===== src/rtl/align_shamt_pipe.sv =====
// FMA exponent-difference stage: addend shift amount, product exponent,
// addend significand and effective-subtract flag, two-stage valid/ready pipe.
module align_shamt_pipe #(
  parameter int SIG_WIDTH    = 23,
  parameter int EXP_WIDTH    = 8,
  parameter int SHAMT_WIDTH  = 7,
  parameter int BIAS         = 127,
  parameter int SHIFT_OFFSET = 27,
  parameter int MAX_SHAMT    = 71
) (
  input  logic                   clk,
  input  logic                   rst_n,
  input  logic                   in_valid,
  output logic                   in_ready,
  input  logic                   sA,
  input  logic                   sB,
  input  logic                   sC,
  input  logic [EXP_WIDTH-1:0]   eA,
  input  logic [EXP_WIDTH-1:0]   eB,
  input  logic [EXP_WIDTH-1:0]   eC,
  input  logic [SIG_WIDTH-1:0]   fC,
  output logic                   out_valid,
  input  logic                   out_ready,
  output logic [SIG_WIDTH:0]     C,
  output logic [SHAMT_WIDTH-1:0] shamt,
  output logic [EXP_WIDTH+1:0]   prod_exp,
  output logic                   eff_sub,
  output logic                   shamt_sat,
  output logic                   c_dom
);

  localparam int W = EXP_WIDTH + 3;
  localparam logic signed [W-1:0] L_BIAS = W'(BIAS);
  localparam logic signed [W-1:0] L_OFF  = W'(SHIFT_OFFSET);
  localparam logic signed [W-1:0] L_MAX  = W'(MAX_SHAMT);
  localparam logic [SHAMT_WIDTH-1:0] L_MAXSH = SHAMT_WIDTH'(MAX_SHAMT);

  // zero exponent behaves as 1 (denormal/zero)
  function automatic logic signed [W-1:0] fixup(
    input logic [EXP_WIDTH-1:0] e
  );
    return (e == '0) ? W'(1) : W'(e);
  endfunction

  logic signed [W-1:0]   w_pexp;
  logic signed [W-1:0]   w_d;
  logic                  w_accept;
  logic                  w_s2_load;
  logic                  w_cdom;
  logic                  w_sat;
  logic [SHAMT_WIDTH-1:0] w_shamt;

  logic                  r_s1_valid;
  logic signed [W-1:0]   r_s1_d;
  logic [EXP_WIDTH+1:0]  r_s1_pexp;
  logic [SIG_WIDTH:0]    r_s1_c;
  logic                  r_s1_sub;

  logic                  r_s2_valid;
  logic [SHAMT_WIDTH-1:0] r_s2_shamt;
  logic [EXP_WIDTH+1:0]  r_s2_pexp;
  logic [SIG_WIDTH:0]    r_s2_c;
  logic                  r_s2_sub;
  logic                  r_s2_sat;
  logic                  r_s2_cdom;

  assign w_pexp = fixup(eA) + fixup(eB) - L_BIAS;
  assign w_d    = w_pexp - fixup(eC) + L_OFF;

  assign w_s2_load = ~r_s2_valid | out_ready;
  assign in_ready  = ~r_s1_valid | ~r_s2_valid | out_ready;
  assign w_accept  = in_valid & in_ready;

  assign w_cdom  = r_s1_d[W-1];
  assign w_sat   = r_s1_d > L_MAX;
  assign w_shamt = w_cdom ? '0 :
                   w_sat  ? L_MAXSH :
                   r_s1_d[SHAMT_WIDTH-1:0];

  always_ff @(posedge clk or negedge rst_n) begin
    if (!rst_n) begin
      r_s1_valid <= 1'b0;
      r_s1_d     <= '0;
      r_s1_pexp  <= '0;
      r_s1_c     <= '0;
      r_s1_sub   <= 1'b0;
    end else if (w_accept) begin
      r_s1_valid <= 1'b1;
      r_s1_d     <= w_d;
      r_s1_pexp  <= w_pexp[EXP_WIDTH+1:0];
      r_s1_c     <= {|eC, fC};
      r_s1_sub   <= sA ^ sB ^ sC;
    end else if (w_s2_load) begin
      r_s1_valid <= 1'b0;
    end
  end

  always_ff @(posedge clk or negedge rst_n) begin
    if (!rst_n) begin
      r_s2_valid <= 1'b0;
      r_s2_shamt <= '0;
      r_s2_pexp  <= '0;
      r_s2_c     <= '0;
      r_s2_sub   <= 1'b0;
      r_s2_sat   <= 1'b0;
      r_s2_cdom  <= 1'b0;
    end else if (w_s2_load) begin
      r_s2_valid <= r_s1_valid;
      if (r_s1_valid) begin
        r_s2_shamt <= w_shamt;
        r_s2_pexp  <= r_s1_pexp;
        r_s2_c     <= r_s1_c;
        r_s2_sub   <= r_s1_sub;
        r_s2_sat   <= w_sat;
        r_s2_cdom  <= w_cdom;
      end
    end
  end

  assign out_valid = r_s2_valid;
  assign C         = r_s2_c;
  assign shamt     = r_s2_shamt;
  assign prod_exp  = r_s2_pexp;
  assign eff_sub   = r_s2_sub;
  assign shamt_sat = r_s2_sat;
  assign c_dom     = r_s2_cdom;

endmodule


===== config.mk =====
export PLATFORM = sky130hd
export DESIGN_NAME = align_shamt_pipe
export DESIGN_NICKNAME = d
export VERILOG_FILES = /design/src/rtl/align_shamt_pipe.sv
export SDC_FILE = /design/constraint.sdc
export NUM_CORES = 1
export LEC_CHECK = 0
export CAP_MARGIN = 20
export CORE_MARGIN = 2
export CORE_UTILIZATION = 35
export DETAILED_ROUTE_END_ITERATION = 6
export SYNTH_ARGS = -nofsm -noshare
export SYNTH_HDL_FRONTEND = slang
export SYNTH_SLANG_ARGS = --single-unit

===== constraint.sdc =====
create_clock -name clk -period 3.5 [get_ports clk]
set_clock_uncertainty 0.1 [all_clocks]
set_input_delay 0.35 -clock clk [delete_from_list [all_inputs] [get_ports clk]]
set_output_delay 0.35 -clock clk [all_outputs]
set_load 0.005 [all_outputs]

==> summary.txt <==
Status
  • Status: finished, violations left
  • Failing checks: setup timing

Place
  • Worst slack at placement: -812 ps
  • Placer Congestion: 0.749
  • I/O Buffers: 99
  • Dpl hpwl: 7.15 mm

Final layout
  • Area Overhead vs Synth: 43.5%
  • Nets: 590
  • Antenna fix cells: 0
  • Share of layout cells above drive strength 1: 33.1%

Global route
  • Vias in the first global route: 3364
  • Largest net degree at the start of global routing: 66
  • First-pass GRT wire length: 15.8 mm
  • GR Overflow Total: 0
  • Initial antenna violation count: 0
  • GRT Resource Usage Total: 14.9%

Floorplanning
  • Die width: 117 um
  • IO Count: 100
  • Core Footprint: 0.0125 mm2
  • Initial Utilization: 35.6%
  • Die ar.: 0.0137 mm2
  • # rows: 41
  • Die Y: 117 um

Pwr
  • P_int: 2.85 mW
  • Peak VDD IR: 0.271 mV
  • Pwr Density: 620 mW/mm2
  • Power share of the clock group: 26.7%
  • Switch share: 28.0%
  • Psw: 1.11 mW
  • Leakage Power: 2.83 nW
  • Sequential Power Share: 38.2%
  • Combinational Power Share: 35.1%

STA
  • Worst Slack Setup Final: -55.3 ps
  • Final setup violation count: 3
  • Max-slew headroom: 56.3%
  • Worst slew pin tran: 653 ps
  • Final Cycle Share: 102%
  • RSZ-0062 raised after global routing: yes
  • Hold Vio Cnt, Final: 0
  • Tmin final: 3560 ps
  • Setup_tns: -124 ps
  • Final Max Tran Viols: 0
  • Max Fclk: 0.281 GHz

CTS
  • Worst-Skew Late Latency: 340 ps
  • Clk slew on worst S/H paths: 60 ps
  • CTS tree: yes
  • H-tree lvl count: 3
  • Sink Count: 92
  • CTS buffer count: 9
  • Max Root-Sink Buffers: 2
  • CTS root buf: clkbuf_16

Synth
  • Commonest cells in the netlist: dfrtp_1 (92), mux2_2 (64), ha_1 (32)
  • Cell with the most instances after synthesis: dfrtp_1
  • Mapped Nets: 459
  • Leading area contributor after synthesis: dfrtp_1
  • Most used DFF post-synth: dfrtp_1
  • Yosys top cell area share: 51.6%
  • Synth area leaders: dfrtp_1 (52%), mux2_2 (16%), ha_1 (9.0%)
  • Ys async rst share: 100%
  • Post-Syn Area: 0.00446 mm2
  • Post-synth EDFFs: 0
  • YS warnings: 0
  • Share of the yosys chip area belonging to registers: 51.6%
  • Post-synthesis cell count: 371
  • Synth unique cells: 38
  • Syn avg cell area: 12.0 um2
  • Flops & latches, synth: 92

Critical path
  • Data arrival, critical path: 3670 ps
  • FF-to-FF Start: out_valid
  • Max FO, Critical Path: 2
  • Critical path capture point type: flop
  • Worst Setup SP: eB[6]
  • Setup CP Type: in -> reg
  • Critical path launch point type: primary input
  • Worst path required time: 3620 ps

Drt
  • Via/cell ratio: 4.73
  • WL final: 9.66 mm
  • DRT antenna net count: 0
  • Via count: 3210
  • DRC Markers: 0
  • Wire per inst: 14.2 um
  • DRT iter0 DRCs: 146
  • Drt first pass iters: 4

Worst hold path
  • Worst Hold Class: reg -> reg
  • Hold Path Origin: r_s1_c[23]

Job
  • Max Cap Violations: 0
-- final timing paths --
| kind | end | slack, ps | cells past startpoint |
|---|---|---|---|
| hold / removal | r_s1_c[23] | 380 | 2 |
| hold reg to reg | r_s1_c[23] | 380 | 2 |
| setup reg to reg | C[0] | 1620 | 4 |
| max in group asynchronous | prod_exp[8] | 2060 | 3 |
| setup / recovery | r_s1_d[9] | -60 | 20 |
| min in group asynchronous | r_s1_c[11] | 430 | 2 |
-- power by group through the flow --
stage	clock (mW)	combinational [mW]	sequential (mW)
2_1_floorplan	0	0.655	1.51
3_3_place_gp	0	1.31	1.52
3_5_place_dp	0	1.34	1.54
4_1_cts	1.09	1.36	1.52
5_1_grt	1.13	1.55	1.56
6_report	1.06	1.39	1.52
-- placed cells by master, fill, tap and decap left out, drive strengths merged, types with 2 or more instances in the layout --
cell / n
clkbuf: 11
buf: 57
or4: 2
dlygate4sd2: 2
nor2: 8
a21o: 4
nor2b: 2
fa: 2
dfrtp: 92
o31ai: 5
xnor2: 3
nor3: 5
o21ai: 19
a21oi: 7
o311ai: 4
o41ai: 2
or3: 2
clkinv: 3
clkdlybuf4s15: 4
nand2: 25
mux2: 64
nand2b: 3
bufinv: 2
clkdlybuf4s50: 82
o21a: 8
o21bai: 3
inv: 26
ha: 32
xor2: 7
a22o: 3
a211oi: 4
o31a: 3
nor4: 4
-- state kept, by name (all words and copies together), names as in the netlist --
name,count
prod_exp,10
shamt_sat,1
r_s1_valid,1
c_dom,1
r_s1_pexp,10
out_valid,1
r_s1_c,24
r_s1_sub,1
shamt,7
eff_sub,1
C,24
r_s1_d,11
-- timing repair --
action                                  4_1_cts  5_1_grt
endpoints found under the hold margin        39        0
pin swaps                                    21        5
hold buffers                                  1        0
endpoints found under the setup margin        6        5
gates resized for setup                      64       15
setup buffers                                 2        4
-- critical path, cell delays in order --
cell and delay (ps):
buf_8 100, nor4_4 280, a21oi_2 80, ha_2 190
inv_2 70, ha_4 140, inv_2 40, fa_2 360
nor2b_4 120, o31a_1 140, o21a_1 160, o21a_1 140
nor2_1 50, ha_1 330, ha_4 250, a21o_1 190
or2_4 270, o31ai_4 180, xor2_1 160, o21ai_1 70
-- cell type report --
| class | instances | area (um2) |
|---|---|---|
| flip-flops and latches | 92 | 2300 |
| multi-input cells | 227 | 2110 |
| repair buffers | 147 | 1340 |
| well taps | 172 | 215 |
| inverters | 25 | 93.8 |
| fillers | 1124 | 6120 |
| clock buffers | 10 | 239 |
| clock inverters | 6 | 95.1 |
-- per-stage QoR --
stage / instance area (um2) / instances / total power [mW] / util [%] / hold slack (ps)
floorplan: 4520 / 371 / 2.17 / - / -45.6
global placement: 5940 / 656 / 2.83 / 47.4 / 256
detailed placement: 5940 / 656 / 2.88 / 47.4 / 270
CTS: 6320 / 675 / 3.97 / 50.5 / 380
global route: 6400 / 679 / 4.24 / 51.1 / 403
finish: 6400 / 679 / 3.97 / 51.1 / 377
-- metal layers --
metal	part of all wire [%]	track usage (%)
met1	44	18.9
met2	49	25.3
met3	5.5	3.45
met4	1.4	4.71
met5	0	0
-- logic make-up after synthesis --
family	share of synthesized area [%]
DFF	51.6
AOI/OAI and AO/OA	9.82
muxes	16.2
and+or+nand+nor	5.97
buffers and inverters	4.60
adders and majority gates	9.87
xor gates and xnor gates	1.96
Note: power is estimated with default switching activity, not from simulation.
